`src/rtl/nunchuck_i2c_target_pkg.sv`:
```
// ============================================================================
// nunchuck_pkg : shared nunchuck types, protocol constants and report packing
// Rev 1.0
// ============================================================================
`default_nettype none

package nunchuck_pkg;

  typedef enum logic [3:0] {
    ST_IDLE      = 4'd0,
    ST_ADDR      = 4'd1,
    ST_ADDR_ACK  = 4'd2,
    ST_REG       = 4'd3,
    ST_REG_ACK   = 4'd4,
    ST_WDATA     = 4'd5,
    ST_WDATA_ACK = 4'd6,
    ST_RDATA     = 4'd7,
    ST_RD_MACK   = 4'd8,
    ST_WAIT_STOP = 4'd9
  } state_e;

  localparam logic [6:0] NUNCHUCK_ADDR = 7'h52;
  localparam logic [7:0] INIT_REG1     = 8'hF0;
  localparam logic [7:0] INIT_VAL1     = 8'h55;
  localparam logic [7:0] INIT_REG2     = 8'hFB;
  localparam logic [7:0] INIT_VAL2     = 8'h00;
  localparam int         REPORT_BYTES  = 6;

  // Byte n of the report sits at bits [8n+7:8n]; buttons are active-low on the wire.
  function automatic logic [8*REPORT_BYTES-1:0] pack_report(
    input logic [7:0] sx,
    input logic [7:0] sy,
    input logic [9:0] ax,
    input logic [9:0] ay,
    input logic [9:0] az,
    input logic       z,
    input logic       c
  );
    pack_report = {{az[1:0], ay[1:0], ax[1:0], ~c, ~z},
                   az[9:2], ay[9:2], ax[9:2], sy, sx};
  endfunction

endpackage

`default_nettype wire

```
`src/rtl/nunchuck_i2c_target_if.sv`:
```
// ============================================================================
// nunchuck_i2c_target_if : I2C bus lines seen by the nunchuck target
// Rev 1.0
// ============================================================================
`default_nettype none

interface nunchuck_i2c_target_if;
  logic scl_in;
  logic sda_in;
  logic sda_oe;

  modport master (output scl_in, output sda_in, input sda_oe);
  modport slave  (input scl_in, input sda_in, output sda_oe);
endinterface

`default_nettype wire

```
`src/rtl/nunchuck_i2c_target_bus_sync.sv`:
```
// ============================================================================
// i2c_bus_sync : SCL/SDA synchronizer with edge and START/STOP detection
// Rev 1.0
// ============================================================================
`default_nettype none

module i2c_bus_sync #(
  parameter int SYNC_STAGES = 2
) (
  input  wire logic clock,
  input  wire logic rst,
  input  wire logic scl_in,
  input  wire logic sda_in,
  output logic      sda_lvl,
  output logic      scl_rise,
  output logic      scl_fall,
  output logic      start_det,
  output logic      stop_det
);

  logic [SYNC_STAGES-1:0] scl_sync_q, scl_sync_d;
  logic [SYNC_STAGES-1:0] sda_sync_q, sda_sync_d;
  logic                   scl_hist_q, scl_hist_d;
  logic                   sda_hist_q, sda_hist_d;
  logic                   scl_s;
  logic                   sda_s;

  assign scl_s = scl_sync_q[SYNC_STAGES-1];
  assign sda_s = sda_sync_q[SYNC_STAGES-1];

  always_comb begin
    scl_sync_d[0] = scl_in;
    sda_sync_d[0] = sda_in;
    for (int i = 1; i < SYNC_STAGES; i++) begin
      scl_sync_d[i] = scl_sync_q[i-1];
      sda_sync_d[i] = sda_sync_q[i-1];
    end
    scl_hist_d = scl_s;
    sda_hist_d = sda_s;
  end

  // Idle bus is high on both lines, so reset to 1 to avoid a phantom edge.
  always_ff @(posedge clock or negedge rst) begin
    if (!rst) begin
      scl_sync_q <= '1;
      sda_sync_q <= '1;
      scl_hist_q <= 1'b1;
      sda_hist_q <= 1'b1;
    end else begin
      scl_sync_q <= scl_sync_d;
      sda_sync_q <= sda_sync_d;
      scl_hist_q <= scl_hist_d;
      sda_hist_q <= sda_hist_d;
    end
  end

  assign sda_lvl   = sda_s;
  assign scl_rise  = scl_s & ~scl_hist_q;
  assign scl_fall  = ~scl_s & scl_hist_q;
  assign start_det = scl_s & scl_hist_q & sda_hist_q & ~sda_s;
  assign stop_det  = scl_s & scl_hist_q & ~sda_hist_q & sda_s;

endmodule

`default_nettype wire

```
`src/rtl/nunchuck_i2c_target.sv`:
```
// ============================================================================
// nunchuck_i2c_target : I2C target emulating a Wii nunchuck (unencrypted report)
// Rev 1.0
// ============================================================================
`default_nettype none

module nunchuck_i2c_target
  import nunchuck_pkg::*;
#(
  parameter logic [6:0] DEV_ADDR    = NUNCHUCK_ADDR,
  parameter int         MAX_BYTES   = REPORT_BYTES,
  parameter int         SYNC_STAGES = 2
) (
  input  wire logic       clock,
  input  wire logic       rst,
  nunchuck_i2c_target_if.slave bus,
  input  wire logic [7:0] stick_x,
  input  wire logic [7:0] stick_y,
  input  wire logic [9:0] accel_x,
  input  wire logic [9:0] accel_y,
  input  wire logic [9:0] accel_z,
  input  wire logic       z,
  input  wire logic       c,
  output logic            handshake_done,
  output logic            busy
);

  localparam int SNAP_N = (MAX_BYTES < REPORT_BYTES) ? MAX_BYTES : REPORT_BYTES;

  logic sda_lvl, scl_rise, scl_fall, start_det, stop_det;

  i2c_bus_sync #(.SYNC_STAGES(SYNC_STAGES)) u_sync (
    .clock     (clock),
    .rst       (rst),
    .scl_in    (bus.scl_in),
    .sda_in    (bus.sda_in),
    .sda_lvl   (sda_lvl),
    .scl_rise  (scl_rise),
    .scl_fall  (scl_fall),
    .start_det (start_det),
    .stop_det  (stop_det)
  );

  state_e      state_q, state_d;
  logic [3:0]  bit_cnt_q, bit_cnt_d;
  logic [7:0]  shift_q, shift_d;
  logic [7:0]  tx_q, tx_d;
  logic [7:0]  reg_ptr_q, reg_ptr_d;
  logic        oe_q, oe_d;
  logic        busy_q, busy_d;
  logic        init1_q, init1_d;
  logic        hs_q, hs_d;
  logic        snap_pend_q, snap_pend_d;
  logic [7:0]  snap_q [MAX_BYTES];
  logic [7:0]  snap_d [MAX_BYTES];

  logic [8*REPORT_BYTES-1:0] report;
  logic [7:0]  ptr_inc;
  logic [7:0]  rd_byte, nxt_byte;
  logic        last_bit, addr_match;

  assign report     = pack_report(stick_x, stick_y, accel_x, accel_y, accel_z, z, c);
  assign ptr_inc    = reg_ptr_q + 8'd1;
  assign last_bit   = (bit_cnt_q == 4'd8);
  assign addr_match = (shift_q[7:1] == DEV_ADDR);

  // Bytes served for the current and the following pointer; 0xFF until the handshake is done.
  always_comb begin
    rd_byte  = 8'hFF;
    nxt_byte = 8'hFF;
    if (hs_q) begin
      for (int i = 0; i < MAX_BYTES; i++) begin
        if (reg_ptr_q == 8'(i)) rd_byte  = snap_q[i];
        if (ptr_inc   == 8'(i)) nxt_byte = snap_q[i];
      end
    end
  end

  always_ff @(posedge clock or negedge rst) begin
    if (!rst) begin
      state_q     <= ST_IDLE;
      bit_cnt_q   <= 4'd0;
      shift_q     <= 8'd0;
      tx_q        <= 8'hFF;
      reg_ptr_q   <= 8'd0;
      oe_q        <= 1'b0;
      busy_q      <= 1'b0;
      init1_q     <= 1'b0;
      hs_q        <= 1'b0;
      snap_pend_q <= 1'b0;
      for (int i = 0; i < MAX_BYTES; i++) snap_q[i] <= 8'hFF;
    end else begin
      state_q     <= state_d;
      bit_cnt_q   <= bit_cnt_d;
      shift_q     <= shift_d;
      tx_q        <= tx_d;
      reg_ptr_q   <= reg_ptr_d;
      oe_q        <= oe_d;
      busy_q      <= busy_d;
      init1_q     <= init1_d;
      hs_q        <= hs_d;
      snap_pend_q <= snap_pend_d;
      for (int i = 0; i < MAX_BYTES; i++) snap_q[i] <= snap_d[i];
    end
  end

  always_comb begin
    state_d = state_q;
    if (stop_det) begin
      state_d = ST_IDLE;
    end else if (start_det) begin
      state_d = ST_ADDR;
    end else if (scl_fall) begin
      case (state_q)
        ST_ADDR:      if (last_bit) state_d = addr_match ? ST_ADDR_ACK : ST_WAIT_STOP;
        ST_ADDR_ACK:  state_d = shift_q[0] ? ST_RDATA : ST_REG;
        ST_REG:       if (last_bit) state_d = ST_REG_ACK;
        ST_REG_ACK:   state_d = ST_WDATA;
        ST_WDATA:     if (last_bit) state_d = ST_WDATA_ACK;
        ST_WDATA_ACK: state_d = ST_WDATA;
        ST_RDATA:     if (last_bit) state_d = ST_RD_MACK;
        ST_RD_MACK:   state_d = shift_q[0] ? ST_WAIT_STOP : ST_RDATA;
        default:      state_d = state_q;
      endcase
    end
  end

  // All SDA updates happen on scl_fall so the line only moves while SCL is low.
  always_comb begin
    bit_cnt_d   = bit_cnt_q;
    shift_d     = shift_q;
    tx_d        = tx_q;
    reg_ptr_d   = reg_ptr_q;
    oe_d        = oe_q;
    busy_d      = busy_q;
    init1_d     = init1_q;
    hs_d        = hs_q;
    snap_pend_d = snap_pend_q;
    for (int i = 0; i < MAX_BYTES; i++) snap_d[i] = snap_q[i];

    if (stop_det) begin
      busy_d      = 1'b0;
      oe_d        = 1'b0;
      snap_pend_d = 1'b0;
      if (snap_pend_q) begin
        for (int i = 0; i < SNAP_N; i++) snap_d[i] = report[8*i +: 8];
      end
    end else if (start_det) begin
      busy_d    = 1'b1;
      oe_d      = 1'b0;
      bit_cnt_d = 4'd0;
    end else if (scl_rise) begin
      bit_cnt_d = bit_cnt_q + 4'd1;
      if (state_q inside {ST_ADDR, ST_REG, ST_WDATA, ST_RD_MACK})
        shift_d = {shift_q[6:0], sda_lvl};
    end else if (scl_fall) begin
      case (state_q)
        ST_ADDR: if (last_bit) begin
          bit_cnt_d = 4'd0;
          oe_d      = addr_match;
        end
        ST_ADDR_ACK: begin
          bit_cnt_d = 4'd0;
          tx_d      = rd_byte;
          oe_d      = shift_q[0] & ~rd_byte[7];
        end
        ST_REG: if (last_bit) begin
          bit_cnt_d   = 4'd0;
          reg_ptr_d   = shift_q;
          snap_pend_d = (shift_q == 8'h00);
          oe_d        = 1'b1;
        end
        ST_WDATA: if (last_bit) begin
          bit_cnt_d   = 4'd0;
          reg_ptr_d   = ptr_inc;
          snap_pend_d = 1'b0;
          oe_d        = 1'b1;
          if (reg_ptr_q == INIT_REG1 && shift_q == INIT_VAL1) init1_d = 1'b1;
          if (reg_ptr_q == INIT_REG2 && shift_q == INIT_VAL2 && init1_q) hs_d = 1'b1;
        end
        ST_REG_ACK, ST_WDATA_ACK: begin
          bit_cnt_d = 4'd0;
          oe_d      = 1'b0;
        end
        ST_RDATA: begin
          if (last_bit) begin
            bit_cnt_d = 4'd0;
            oe_d      = 1'b0;
          end else begin
            tx_d = {tx_q[6:0], 1'b1};
            oe_d = ~tx_q[6];
          end
        end
        ST_RD_MACK: begin
          bit_cnt_d = 4'd0;
          if (!shift_q[0]) begin
            reg_ptr_d = ptr_inc;
            tx_d      = nxt_byte;
            oe_d      = ~nxt_byte[7];
          end else begin
            oe_d = 1'b0;
          end
        end
        default: oe_d = 1'b0;
      endcase
    end
  end

  assign bus.sda_oe     = oe_q;
  assign handshake_done = hs_q;
  assign busy           = busy_q;

endmodule

`default_nettype wire

```
`src/flat_wrapper.sv`:
```
// flat-port wrapper written by rule: the top's interface ports become plain ports
module nunchuck_i2c_target_flat import nunchuck_pkg::*;
#(
  parameter logic [6:0] DEV_ADDR    = NUNCHUCK_ADDR,
  parameter int         MAX_BYTES   = REPORT_BYTES,
  parameter int         SYNC_STAGES = 2
)
  (clock, rst, stick_x, stick_y, accel_x, accel_y, accel_z, z, c, handshake_done, busy, bus_scl_in, bus_sda_in, bus_sda_oe);
  nunchuck_i2c_target_if bus_i ();
  input  wire logic clock;
  input  wire logic rst;
  input  wire logic [7:0] stick_x;
  input  wire logic [7:0] stick_y;
  input  wire logic [9:0] accel_x;
  input  wire logic [9:0] accel_y;
  input  wire logic [9:0] accel_z;
  input  wire logic z;
  input  wire logic c;
  output logic handshake_done;
  output logic busy;
  input wire logic [$bits(bus_i.scl_in)-1:0] bus_scl_in;
  input wire logic [$bits(bus_i.sda_in)-1:0] bus_sda_in;
  output wire logic [$bits(bus_i.sda_oe)-1:0] bus_sda_oe;
  assign bus_i.scl_in = bus_scl_in;
  assign bus_i.sda_in = bus_sda_in;
  assign bus_sda_oe = bus_i.sda_oe;
  nunchuck_i2c_target #(.DEV_ADDR(DEV_ADDR), .MAX_BYTES(MAX_BYTES), .SYNC_STAGES(SYNC_STAGES)) u_core (.clock(clock), .rst(rst), .bus(bus_i), .stick_x(stick_x), .stick_y(stick_y), .accel_x(accel_x), .accel_y(accel_y), .accel_z(accel_z), .z(z), .c(c), .handshake_done(handshake_done), .busy(busy));
endmodule
```
`config.mk`:
```
export PLATFORM = sky130hd
export DESIGN_NAME = nunchuck_i2c_target_flat
export DESIGN_NICKNAME = d
export VERILOG_FILES = /design/src/rtl/nunchuck_i2c_target_pkg.sv /design/src/rtl/nunchuck_i2c_target_if.sv /design/src/rtl/nunchuck_i2c_target_bus_sync.sv /design/src/rtl/nunchuck_i2c_target.sv /design/src/flat_wrapper.sv
export SDC_FILE = /design/constraint.sdc
export NUM_CORES = 1
export LEC_CHECK = 0
export CORE_AREA = 2 2 104 106
export DETAILED_ROUTE_END_ITERATION = 10
export DIE_AREA = 0 0 106 108
export PLACE_DENSITY = 0.8
export SLEW_MARGIN = 20
export SYNTH_ARGS = -nofsm -noshare
export SYNTH_HDL_FRONTEND = slang
export SYNTH_HIERARCHICAL = 1
export SYNTH_SLANG_ARGS = --single-unit
```
`constraint.sdc`:
```
create_clock -name clock -period 3.8 [get_ports clock]
set_clock_uncertainty 0.05 [all_clocks]
set_input_delay 0.76 -clock clock [delete_from_list [all_inputs] [get_ports clock]]
set_output_delay 0.76 -clock clock [all_outputs]
set_load 0.02 [all_outputs]
```
==> results.txt, run 1 <==
The flow ran to the end, and the final reports show no timing, DRC or antenna violations. The cell count after placement came out at ~740. The initial DRC count came out at 532. The number of levels the H-tree was split into is 3. The tightest slew margin relative to the limit came out at a little under a third.

The final hold violation count is 0. The total power density per cell area came out at roughly 560 nW/um^2. The async set or reset register ratio after synthesis is 100%. The peak supply drop came out at 371 uV. The number of cells on the worst hold path came out at 0. The insertion delay to the later sink of the worst-skew pair came out at about 400 ps. The total CTS buffers came out at 9. The number of inserted diodes is 0. The final-stage net count came out at roughly 670.

Synthesis handed over a netlist of just under 600 instances. The height of the die is between 100 and 150 um. The first-pass GRT wire length is 24000 um.

In this run the critical register-to-register path is launched from u_core/reg_ptr_q[1]. STA classifies the critical path endpoint as a flop. The finished layout cell area is 6280 sq um. The clock-pin transition on the worst setup and hold timing paths is about 110 ps. The transition time at the pin with the least slew margin is 1030 ps. Counting flops with a built-in enable in the synthesized netlist gives 0.

The pre-CTS worst setup slack came out at 856 ps. For this design the static power due to leakage is between 2 and 2.5 nW. The count of cell types in the netlist came out at 71.

In this run, post-CTS repair resized a total of 0 instances. The total I/O pin count came out at 55. The length of the first detailed-routing pass in iterations came out at 5. The full die area is about 11000 sq um. Across the run, the number of max-cap violations was 0.

For this run, the number of Yosys warnings is 6. Counting cells, the worst reg-to-reg path comes to 6. The total congestion overflow came out at 0. The share of cells above drive strength 1 came out at around 25%. Setup slack on the worst reg-to-reg path comes out at approximately 800 ps. The final worst slack came out at ~800 ps.

After floorplanning, the core was sized to cover slightly above 10000 sq um. Clock tree synthesis found a total of 90 sinks. The number of buffers on the longest clock path came out at 2. The number of post-CTS setup repair buffers is 0. The summed negative setup slack over all endpoints is 0 ps.

In the routed design, unresolved DRC markers number 0. STA puts the critical path data required time at around 4100 ps. The detail route stage leaves a number of antenna-violating nets equal to 0. The final cycle utilization of the critical path is roughly 79%. The area growth from synthesis to layout came out at 13.7%. The mean post-synth cell area came out at between 9 and 10 sq um. The number of buffers inserted by port buffering came out at 54. For this run, the leading register cell type out of synthesis is sky130_fd_sc_hd__dfstp_2. The routed design uses 1260 um of met3 wire.

For this block, the routed nets add up to about 15000 um of wire. The placement-stage cell area came out at a little over 6000 sq um. The max-slew violation count is 0. In the final routed layout, each cell accounts on average for between 15 and 20 um.

The detailed-routed wire length on met2 came out at 6850 um. STA classifies the critical path startpoint as a flop. The arrival time at the worst endpoint came out at approximately 3300 ps. Summing over every cut layer, the via total after detailed routing is between 4000 and 5000. The most critical setup path has its startpoint at u_core/reg_ptr_q[1]. The type of the worst setup path is flop to flop. Once detailed placement completed, the half-perimeter wirelength came to 10500 um. Setup repair after global routing left no endpoint under its margin. Entering global routing, the biggest net connects 69 pins. The wire length the detailed router placed on met1 came out at 6410 um. TritonCTS built the clock tree. Synthesis produced a netlist with a net count of between 600 and 700. The number of global-route vias before repair came out at between 4000 and 5000.

For this run, the top clock speed supported by timing is between 300 and 400 MHz. The number of antenna violations at the first check in global routing came out at 0. The startpoint of the worst hold path is u_core/u_sync/scl_sync_q[0]. The highest metal layer carrying signal wires in the routed design is met4. Along the worst path, the maximum fanout reaches 18.

In this run the critical register-to-register path is captured at u_core/bus.sda_oe. In this run the worst hold path is classified as flop to flop. The initial utilization of the core area, before any placement, comes to a little over half. After floorplanning, the core was divided into 37 placement rows. The end of the worst hold path is u_core/u_sync/scl_sync_q[1].

The tree is rooted in a sky130_fd_sc_hd__clkbuf_8. The number of standard cells in the final layout excluding fillers is between 700 and 800. Setup violations remaining at the end of the flow were counted as 0. The number of hold buffers added after cts is 0. The die is approximately 110 um wide.

The smallest clock period supported by the final layout is computed as between 3000 and 4000 ps. The number of vias per cell came out at 6.50. Across every metal layer, demand over resource in global routing totals around 27%. The sequential area share after synthesis is 42.1%. The register bit total from synthesis came out at 90. The post-synthesis instance area is 5530 sq um. The weighted congestion at the end of routability-driven global placement is between 0.9 and 1.
==> Yosys cell counts (6+ instances only) <==
| library cell | n | area, sq um |
|---|---|---|
| sky130_fd_sc_hd__a211oi_1 | 7 | 52.6 |
| sky130_fd_sc_hd__a21oi_1 | 35 | 175 |
| sky130_fd_sc_hd__a221oi_1 | 8 | 70.1 |
| sky130_fd_sc_hd__a31oi_1 | 11 | 68.8 |
| sky130_fd_sc_hd__buf_2 | 7 | 35.0 |
| sky130_fd_sc_hd__clkbuf_1 | 23 | 86.3 |
| sky130_fd_sc_hd__dfrtp_1 | 29 | 726 |
| sky130_fd_sc_hd__dfstp_2 | 61 | 1600 |
| sky130_fd_sc_hd__ha_1 | 6 | 75.1 |
| sky130_fd_sc_hd__inv_1 | 22 | 82.6 |
| sky130_fd_sc_hd__mux2_2 | 54 | 608 |
| sky130_fd_sc_hd__nand2_1 | 42 | 158 |
| sky130_fd_sc_hd__nand2b_1 | 6 | 37.5 |
| sky130_fd_sc_hd__nand3_1 | 9 | 45.0 |
| sky130_fd_sc_hd__nand4_1 | 7 | 43.8 |
| sky130_fd_sc_hd__nor2_1 | 54 | 203 |
| sky130_fd_sc_hd__nor2b_1 | 7 | 43.8 |
| sky130_fd_sc_hd__nor3_1 | 9 | 45.0 |
| sky130_fd_sc_hd__nor4_1 | 10 | 62.6 |
| sky130_fd_sc_hd__o211ai_1 | 6 | 45.0 |
| sky130_fd_sc_hd__o21ai_0 | 44 | 220 |
| sky130_fd_sc_hd__o221ai_1 | 8 | 70.1 |
| sky130_fd_sc_hd__o22ai_1 | 10 | 62.6 |
==> critical path, cell delays in order (launching register included) <==
cell,delay [ps]
sky130_fd_sc_hd__dfrtp_1,510
sky130_fd_sc_hd__ha_1,610
sky130_fd_sc_hd__nor3b_1,520
sky130_fd_sc_hd__a32oi_1,380
sky130_fd_sc_hd__or4_1,580
sky130_fd_sc_hd__o211a_1,130
sky130_fd_sc_hd__a31oi_1,170
==> flip-flops by register name (all words and copies together), names as in the netlist <==
signal                    cells
u_core/u_sync/scl_hist_q      1
u_core/u_sync/sda_hist_q      1
u_core/handshake_done         1
u_core/u_sync/scl_sync_q      2
u_core/snap_pend_q            1
u_core/snap_q                48
u_core/init1_q                1
u_core/tx_q                   7
u_core/busy                   1
u_core/reg_ptr_q              8
u_core/u_sync/sda_sync_q      2
u_core/state_q                4
u_core/bit_cnt_q              4
u_core/bus.sda_oe             1
u_core/shift_q                8
==> metal layers <==
layer	GRT usage (%)	vias to the layer above
li1	-	2255
met1	36.7	2367
met2	41.8	239
met3	7.29	24
met4	8.18	0
met5	0	-
==> power breakdown <==
group | internal (mW) | switching (mW) | total (mW)
Sequential | 1.15 | 0.279 | 1.43
Clock | 0.256 | 0.392 | 0.649
Combinational | 0.588 | 0.823 | 1.41
==> cell type report <==
cell class | count | area [sq um]
Multi-Input combinational cell | 430 | 2940
Sequential cell | 90 | 2330
Inverter | 22 | 82.6
Fill cell | 859 | 3950
Tap cell | 136 | 170
Timing Repair Buffer | 58 | 568
Clock inverter | 7 | 63.8
Clock buffer | 9 | 124
==> placed cells by master, fill, tap and decap left out, types with 4 or more instances in the layout <==
master,netlist,layout
sky130_fd_sc_hd__a2111oi_0,4,4
sky130_fd_sc_hd__a211oi_1,7,7
sky130_fd_sc_hd__a21oi_1,35,35
sky130_fd_sc_hd__a221oi_1,8,8
sky130_fd_sc_hd__a31oi_1,11,11
sky130_fd_sc_hd__and3_1,4,4
sky130_fd_sc_hd__buf_4,1,5
sky130_fd_sc_hd__clkbuf_8,0,9
sky130_fd_sc_hd__clkdlybuf4s50_1,0,53
sky130_fd_sc_hd__dfrtp_1,29,29
sky130_fd_sc_hd__dfstp_2,61,61
sky130_fd_sc_hd__ha_1,6,6
sky130_fd_sc_hd__inv_1,22,22
sky130_fd_sc_hd__inv_6,0,4
sky130_fd_sc_hd__mux2_2,54,54
sky130_fd_sc_hd__nand2_1,42,41
sky130_fd_sc_hd__nand2b_1,6,6
sky130_fd_sc_hd__nand3_1,9,9
sky130_fd_sc_hd__nand3b_1,4,4
sky130_fd_sc_hd__nand4_1,7,7
sky130_fd_sc_hd__nor2_1,54,54
sky130_fd_sc_hd__nor2b_1,7,7
sky130_fd_sc_hd__nor3_1,9,9
sky130_fd_sc_hd__nor3b_1,4,4
sky130_fd_sc_hd__nor4_1,10,10
sky130_fd_sc_hd__o211ai_1,6,6
sky130_fd_sc_hd__o21a_1,4,4
sky130_fd_sc_hd__o21ai_0,44,44
sky130_fd_sc_hd__o221a_2,4,4
sky130_fd_sc_hd__o221ai_1,8,8
sky130_fd_sc_hd__o22ai_1,10,10
sky130_fd_sc_hd__o32ai_1,4,4
sky130_fd_sc_hd__or3_1,4,4
==> cell families (layout without fill, tap and decap cells) <==
kind of cell | Yosys count | in the layout | share of synthesized area, %
muxes | 57 | 57 | 11.5
and+or+nand+nor | 183 | 183 | 17.5
buffers and inverters | 60 | 96 | 4.71
DFF | 90 | 90 | 42.1
xor gates and xnor gates | 2 | 2 | 0.317
adders and majority gates | 6 | 6 | 1.36
AOI/OAI and AO/OA | 182 | 182 | 22.5
==> worst max-delay path by stage <==
stage,endpoint,slack [ps],cells past startpoint
after CTS,u_core/bus.sda_oe,860,6
after global routing,u_core/bus.sda_oe,580,6
after detailed placement,u_core/bus.sda_oe,860,6
final,u_core/bus.sda_oe,800,6
after global placement,u_core/bus.sda_oe,1050,7
after floorplan,u_core/bus.sda_oe,1530,8
==> through the flow <==
stage / util, % / hold WS, ps / total power [mW]
floorplan: - / 295 / 2.40
global placement: 59.5 / 297 / 2.75
detailed placement: 59.5 / 297 / 2.79
CTS: 61.3 / 311 / 3.46
global route: 61.4 / 319 / 3.71
finish: 61.4 / 312 / 3.49
(Power assumes the default switching activity.)
==> run 2: changes to the inputs <==
Clock period 3.8 ns to 2.91 ns, I/O delays scaled along.
==> results.txt, run 2 (synthesized netlist as in run 1, its figures left out) <==
The number of global-route vias before repair was 4917 (was 4586). The per-cell routed wire length came out at 20.1 um (was 19.6 um). Run status: finished, final reports clean (unchanged).

The full die area came out at 11400 sq um (unchanged). The maximum net fanout on the critical path is 13 (was 18). The total power density per cell area came out at 716 nW/um^2 (was 556 nW/um^2).

The initial cell density of the core is 54.0% (unchanged). The clock-pin transition on the worst setup and hold timing paths came out at 90 ps (was 110 ps). The leakage power summed over all cells is 2.41 nW (was 2.36 nW). The root cell of the clock tree is sky130_fd_sc_hd__clkbuf_8 (unchanged). The weighted congestion at the end of routability-driven global placement is 0.983 (was 0.913). The final setup violation count is 0 (unchanged). The cell class contributing the biggest share of worst-path delay is compound AO/OA/AOI/OAI gates (was simple AND/OR/NAND/NOR gates). The DRC violations left came out at 0 (unchanged). Commonest non-fill, non-tap cells in the layout: sky130_fd_sc_hd__dfstp_2, sky130_fd_sc_hd__mux2_2, sky130_fd_sc_hd__nor2_1 (unchanged). The critical path required time came out at 3140 ps (was 4070 ps). The length of the first detailed-routing pass in iterations is 8 (was 5). The total clock sinks came to 90 (unchanged). The area used by multi-input combinational logic came to 2940 sq um (about the same). The final hold violation count came out at 0 (unchanged). The most flop-heavy register is u_core/snap_q (unchanged).

The kind of end point of the critical path is a flop (unchanged). The pre-CTS worst setup slack came to 345 ps (was 856 ps). The worst-case hold slack is 247 ps (was 312 ps). The highest achievable clock rate is 378 MHz (was 333 MHz). The total I/O pin count came out at 55 (unchanged).

The flip-flop count of the largest register, all copies and words added is 48 (unchanged). The count of max-cap constraint violations is 0 (unchanged). The kind of start point of the critical path is a flop (unchanged). The finished layout cell area was 6380 sq um (was 6280 sq um). The critical path's slowest cell is sky130_fd_sc_hd__dfrtp_1 (was sky130_fd_sc_hd__ha_1). The peak supply drop was 392 uV (was 371 uV). The number of post-CTS setup repair buffers came out at 0 (unchanged). The first-pass GRT wire length is 25200 um (was 24000 um). The final critical delay including setup and external delays came out at 2650 ps (was 3000 ps). The insertion delay to the later sink of the worst-skew pair came out at 370 ps (was 400 ps). The arrival time at the worst endpoint came out at 2880 ps (was 3280 ps). The summed negative setup slack over all endpoints came out at 0 ps (unchanged). The most numerous cell type found on the critical path is sky130_fd_sc_hd__a21oi_1. The number of vias per cell is 6.59 (was 6.50). The type of the worst setup path is flop to flop (unchanged). The clock tree from TritonCTS is yes (unchanged). The total congestion overflow is 0 (unchanged). The total power consumption of the routed design came out at 4.57 mW (was 3.49 mW).

The number of inserted diodes came to 0 (unchanged). The type of the tightest min-delay check is primary input to async pin (was flop to flop). The number of antenna violations at the first check in global routing is 0 (unchanged). Setup repair after global routing missed its margin: false (unchanged). The final cycle utilization of the critical path is 91.0% (was 79.0%).

The cell count after placement is 750 (was 736). The placement-stage cell area is 6210 sq um (was 6090 sq um). The number of hold buffers added after cts is 0 (unchanged).

The placed wire-length estimate after detailed placement is 11200 um (was 10500 um). The number of buffers and inverters on the critical path is 2 (was 0). Registers with the highest flip-flop counts: u_core/snap_q: 48 flops, u_core/reg_ptr_q: 8 flops, u_core/shift_q: 8 flops (unchanged). The total CTS buffers is 9 (unchanged). The number of levels the H-tree was split into came out at 3 (unchanged). The maximum number of pins on one net before global-route repair came to 66 (was 69). The die span in x came to 106 um (unchanged). The final wirelength was 15400 um (was 14800 um). The tightest slew margin relative to the limit is 47.1% (was 31.2%). The remaining antenna violation count is 0 (unchanged). The number of instances resized during post-cts repair came out at 0 (unchanged). Cells along the critical path: inv_1 -> ha_1 -> buf_4 -> nor2_1 -> a221oi_1 -> a21oi_1 -> a21oi_1 -> o221ai_1 -> a41oi_1 (was ha_1 -> nor3b_1 -> a32oi_1 -> or4_1 -> o211a_1 -> a31oi_1).

The final-stage net count is 683 (was 669). The area occupied by registers was 2330 sq um (unchanged). The via total after detailed routing is 5050 (was 4885). The number of buffers inserted by port buffering came out at 54 (unchanged). The share of the core filled with cells in the final layout was 62.4% (was 61.4%). The number of buffers on the longest clock path came out at 2 (unchanged).

The share of cells above drive strength 1 came out at 26.2% (was 24.5%). The number of standard cells in the final layout excluding fillers came out at 766 (was 752). The area growth from synthesis to layout is 15.6% (was 13.7%).

The number of filler cells placed in the layout is 842 (was 859). The final worst slack came out at 262 ps (was 798 ps). The transition time at the pin with the least slew margin came out at 793 ps (was 1030 ps). The overall global routing resource usage was 27.6% (was 26.8%). The longest individual stage delay on the worst path is 480 ps (was 610 ps). The standard-cell row count came to 37 (unchanged). The initial DRC count came out at 734 (was 532). The max-slew violation count came out at 0 (unchanged). The height of the die came out at 108 um (unchanged). The placeable core region came out at 10200 sq um (unchanged). The most frequent standard cell in the layout excluding fill and tap cells was sky130_fd_sc_hd__dfstp_2 (unchanged).
## run 2: path summary, 6_finish.rpt
kind | start | endpoint | slack, ps | cells after the start
min | rst | u_core/bit_cnt_q[0] | 250 | 1
max | u_core/reg_ptr_q[0] | u_core/tx_q[4] | 260 | 9
min reg2reg | u_core/u_sync/sda_sync_q[0] | u_core/u_sync/sda_sync_q[1] | 310 | 0
min in group clock | u_core/u_sync/sda_sync_q[0] | u_core/u_sync/sda_sync_q[1] | 310 | 0
max in group asynchronous | rst | u_core/snap_q[12] | 1750 | 2
max reg2reg | u_core/reg_ptr_q[0] | u_core/tx_q[4] | 260 | 9
## run 2: cell type report
cell class	count	share of cell area, %
multi-input cells	430	46.0
flip-flops and latches	90	36.5
repair buffers	72	10.7
well taps	136	2.67
clock buffers	10	2.16
inverters	22	1.29
clock inverters	6	0.647
## run 2: routing by layer
metal  vias up  global-route usage [%]  part of all wire (%)
li1       2270                       -                     -
met2       332                    46.7                    49
met3        54                    6.15                   9.0
met1      2394                    35.5                    40
met4         0                    8.55                   2.9
met5         -                       0                     0
## run 2: where the power goes
part	total, mW	switching, mW	internal (mW)
logic	1.95	1.15	0.807
clock network	0.786	0.454	0.332
registers	1.84	0.329	1.51
total	4.57	1.93	2.65
==> run 3: changes to the inputs <==
Settings changed: CORE_AREA 2 2 104 106 to 2 2 86 121, DIE_AREA 0 0 106 108 to 0 0 88 123, PLACE_DENSITY 0.8 to 0.83.
==> results.txt, run 3 (synthesized netlist as in run 1, its figures left out) <==
The cell count after placement came out at 752 (was 750). The slack of the worst reg-to-reg path is 310 ps (was 260 ps). The number of inserted diodes was 0 (unchanged). The final setup violation count came out at 0 (unchanged).

The final critical delay including setup and external delays came out at 2600 ps (was 2650 ps). The number of antenna violations at the first check in global routing was 0 (unchanged). The share of cells above drive strength 1 came out at 26.4% (was 26.2%). The number of standard cells in the final layout excluding fillers came to 768 (was 766).

The initial cell density of the core is 56.7% (was 54.0%). The placed wire-length estimate after detailed placement was 11700 um (was 11200 um). The fraction of power spent switching nets came out at 38.8% (was 42.2%). The final hold violation count was 0 (unchanged). The number of buffers inserted by port buffering came out at 54 (unchanged). The final worst slack was 309 ps (was 262 ps). Setup repair after global routing missed its margin: false (unchanged).

The placement-stage cell area came out at 6230 sq um (was 6210 sq um). The leakage power summed over all cells came out at 2.50 nW (was 2.41 nW). The number of instances resized during post-cts repair is 0 (unchanged).

The full die area is 10800 sq um (was 11400 sq um). The max-slew violation count came to 0 (unchanged). The critical path's slowest cell is sky130_fd_sc_hd__ha_1 (was sky130_fd_sc_hd__dfrtp_1).

The total congestion overflow is 0 (unchanged). The combinational group share of total power is 40.6% (was 42.7%). The clock tree from TritonCTS is yes (unchanged). The final-stage net count is 686 (was 683). The most flop-heavy register was u_core/snap_q (unchanged). The finished layout cell area is 6550 sq um (was 6380 sq um). The summed negative setup slack over all endpoints is 0 ps (unchanged).

The net switching component of the power was 1.99 mW (was 1.93 mW). The total power consumption of the routed design came to 5.11 mW (was 4.57 mW). The total power density per cell area is 781 nW/um^2 (was 716 nW/um^2).

The internal power summed over all cells came to 3.13 mW (was 2.65 mW). The timing endpoint of the critical path was u_core/tx_q[5] (was u_core/tx_q[4]). The DRC violations left is 0 (unchanged). The sequential share of power is 35.0% (was 40.1%). The number of filler cells placed in the layout is 773 (was 842). The via total after detailed routing is 5010 (was 5050). The height of the die is 123 um (was 108 um).

The number of post-CTS setup repair buffers is 0 (unchanged). The per-cell routed wire length came to 20.8 um (was 20.1 um). Cells along the critical path: inv_1 -> ha_1 -> nand2b_1 -> o221a_2 -> a211oi_1 -> nor3b_1 -> a311oi_1 -> a21oi_1 (was inv_1 -> ha_1 -> buf_4 -> nor2_1 -> a221oi_1 -> a21oi_1 -> a21oi_1 -> o221ai_1 -> a41oi_1). The cell depth of the worst flop-to-flop path came out at 8 (was 9). The placeable core region came out at 9740 sq um (was 10200 sq um). The maximum net fanout on the critical path came out at 17 (was 13). The arrival time at the worst endpoint was 2810 ps (was 2880 ps). The number of buffers and inverters on the critical path was 1 (was 2). The standard-cell row count is 43 (was 37).

The peak supply drop came to 413 uV (was 392 uV). The maximum number of pins on one net before global-route repair came out at 50 (was 66). The number of hold buffers added after cts was 0 (unchanged).

The part of the total power dissipated in the clock network came out at 24.3% (was 17.2%). The transition time at the pin with the least slew margin is 648 ps (was 793 ps). The first-pass GRT wire length came out at 26000 um (was 25200 um). The remaining antenna violation count came out at 0 (unchanged).

The final cycle utilization of the critical path is 89.4% (was 91.0%). The capture instance of the worst register-to-register path is u_core/tx_q[5] (was u_core/tx_q[4]). The overall global routing resource usage was 31.2% (was 27.6%). The tightest slew margin relative to the limit is 56.6% (was 47.1%). The flip-flop count of the largest register, all copies and words added is 48 (unchanged).

The longest individual stage delay on the worst path is 530 ps (was 480 ps). Commonest non-fill, non-tap cells in the layout: sky130_fd_sc_hd__dfstp_2, sky130_fd_sc_hd__mux2_2, sky130_fd_sc_hd__nor2_1 (unchanged). The length of the first detailed-routing pass in iterations is 9 (was 8).

The insertion delay to the later sink of the worst-skew pair is 340 ps (was 370 ps). The pre-CTS worst setup slack came to 359 ps (was 345 ps). The number of levels the H-tree was split into was 3 (unchanged). The total I/O pin count is 55 (unchanged). The number of global-route vias before repair came to 5028 (was 4917). The worst setup path startpoint is u_core/reg_ptr_q[0] (unchanged). The number of vias per cell came out at 6.52 (was 6.59). The type of the worst setup path was flop to flop (unchanged). The number of buffers on the longest clock path is 2 (unchanged). The area used by multi-input combinational logic came out at 2940 sq um (unchanged). Run status: finished, final reports clean (unchanged). Registers with the highest flip-flop counts: u_core/snap_q: 48 flops, u_core/reg_ptr_q: 8 flops, u_core/shift_q: 8 flops (unchanged).

The area occupied by registers came out at 2330 sq um (unchanged). The critical path required time came out at 3120 ps (was 3140 ps). The cell class contributing the biggest share of worst-path delay is compound AO/OA/AOI/OAI gates (unchanged). The count of max-cap constraint violations is 0 (unchanged).

The area growth from synthesis to layout came out at 18.6% (was 15.6%). The most frequent standard cell in the layout excluding fill and tap cells was sky130_fd_sc_hd__dfstp_2 (unchanged). The root cell of the clock tree is sky130_fd_sc_hd__clkbuf_16 (was sky130_fd_sc_hd__clkbuf_8). The kind of end point of the critical path is a flop (unchanged). The die span in x came to 88 um (was 106 um). The total clock sinks was 90 (unchanged). The initial DRC count is 464 (was 734). The clock-pin transition on the worst setup and hold timing paths came to 70 ps (was 90 ps).

The depth of the critical timing path with buffers and inverters included is 8 (was 9). The kind of start point of the critical path is a flop (unchanged). The weighted congestion at the end of routability-driven global placement came out at 0.959 (was 0.983).

The total CTS buffers is 9 (unchanged). The type of the tightest min-delay check is primary input to async pin (unchanged). The final wirelength was 16000 um (was 15400 um).

The highest achievable clock rate is 384 MHz (was 378 MHz). The startpoint of the worst-slack reg-to-reg timing path was u_core/reg_ptr_q[0] (unchanged).
-- run 3: cell types whose count changed in the layout (fill, tap and decap cells not counted), moves of 3 or more --
cell                         delta
sky130_fd_sc_hd__clkbuf_16     +10
sky130_fd_sc_hd__clkbuf_8       -8
sky130_fd_sc_hd__clkinvlp_4     -4
sky130_fd_sc_hd__buf_4          +3
-- run 3: worst register-to-register path: stages, from the launching register on --
cell and delay (ps):
sky130_fd_sc_hd__dfrtp_1 480, sky130_fd_sc_hd__inv_1 140, sky130_fd_sc_hd__ha_1 540, sky130_fd_sc_hd__nand2b_1 320, sky130_fd_sc_hd__o221a_2 310, sky130_fd_sc_hd__a211oi_1 230
sky130_fd_sc_hd__nor3b_1 90, sky130_fd_sc_hd__a311oi_1 270, sky130_fd_sc_hd__a21oi_1 100
-- run 3: metal layers --
metal,GRT usage (%),part of all wire [%],vias up
li1,-,-,2281
met3,4.34,4.7,70
met4,15.6,5.2,0
met5,0,0,-
met2,54.9,52,225
met1,36.5,38,2434
-- run 3: final cells by class --
type                       instances  area share (%)
clock inverter                     3           0.668
inverter                          22            1.26
clock buffer                      13            4.30
timing repair buffer              75            10.8
tap                              135            2.58
sequential                        90            35.5
multi-input combinational        430            44.9
-- run 3: worst min-delay path by stage --
stage	startpoint	end	cells past startpoint
finish	rst	u_core/reg_ptr_q[3]	1
global route	rst	u_core/reg_ptr_q[0]	1
CTS	rst	u_core/reg_ptr_q[0]	1
detailed placement	u_core/u_sync/scl_sync_q[0]	u_core/u_sync/scl_sync_q[1]	0
global placement	u_core/u_sync/scl_sync_q[0]	u_core/u_sync/scl_sync_q[1]	0
floorplan	rst	u_core/bit_cnt_q[0]	0
-- run 3: power by group through the flow --
stage               registers (mW)  clock network [mW]  logic [mW]
finish                        1.79                1.25        2.08
global route                  1.82                1.32        2.26
CTS                           1.78                1.28        2.03
detailed placement            1.80                   0        2.01
global placement              1.78                   0        1.99
floorplan                     1.69                   0        1.45
-- run 3: stage by stage --
stage | hold slack, ps | utilization [%]
4_1_cts | 194 | 67.3
2_1_floorplan | 236 | -
3_3_place_gp | 295 | 63.9
3_5_place_dp | 297 | 63.9
6_report | 180 | 67.3
5_1_grt | 226 | 67.3
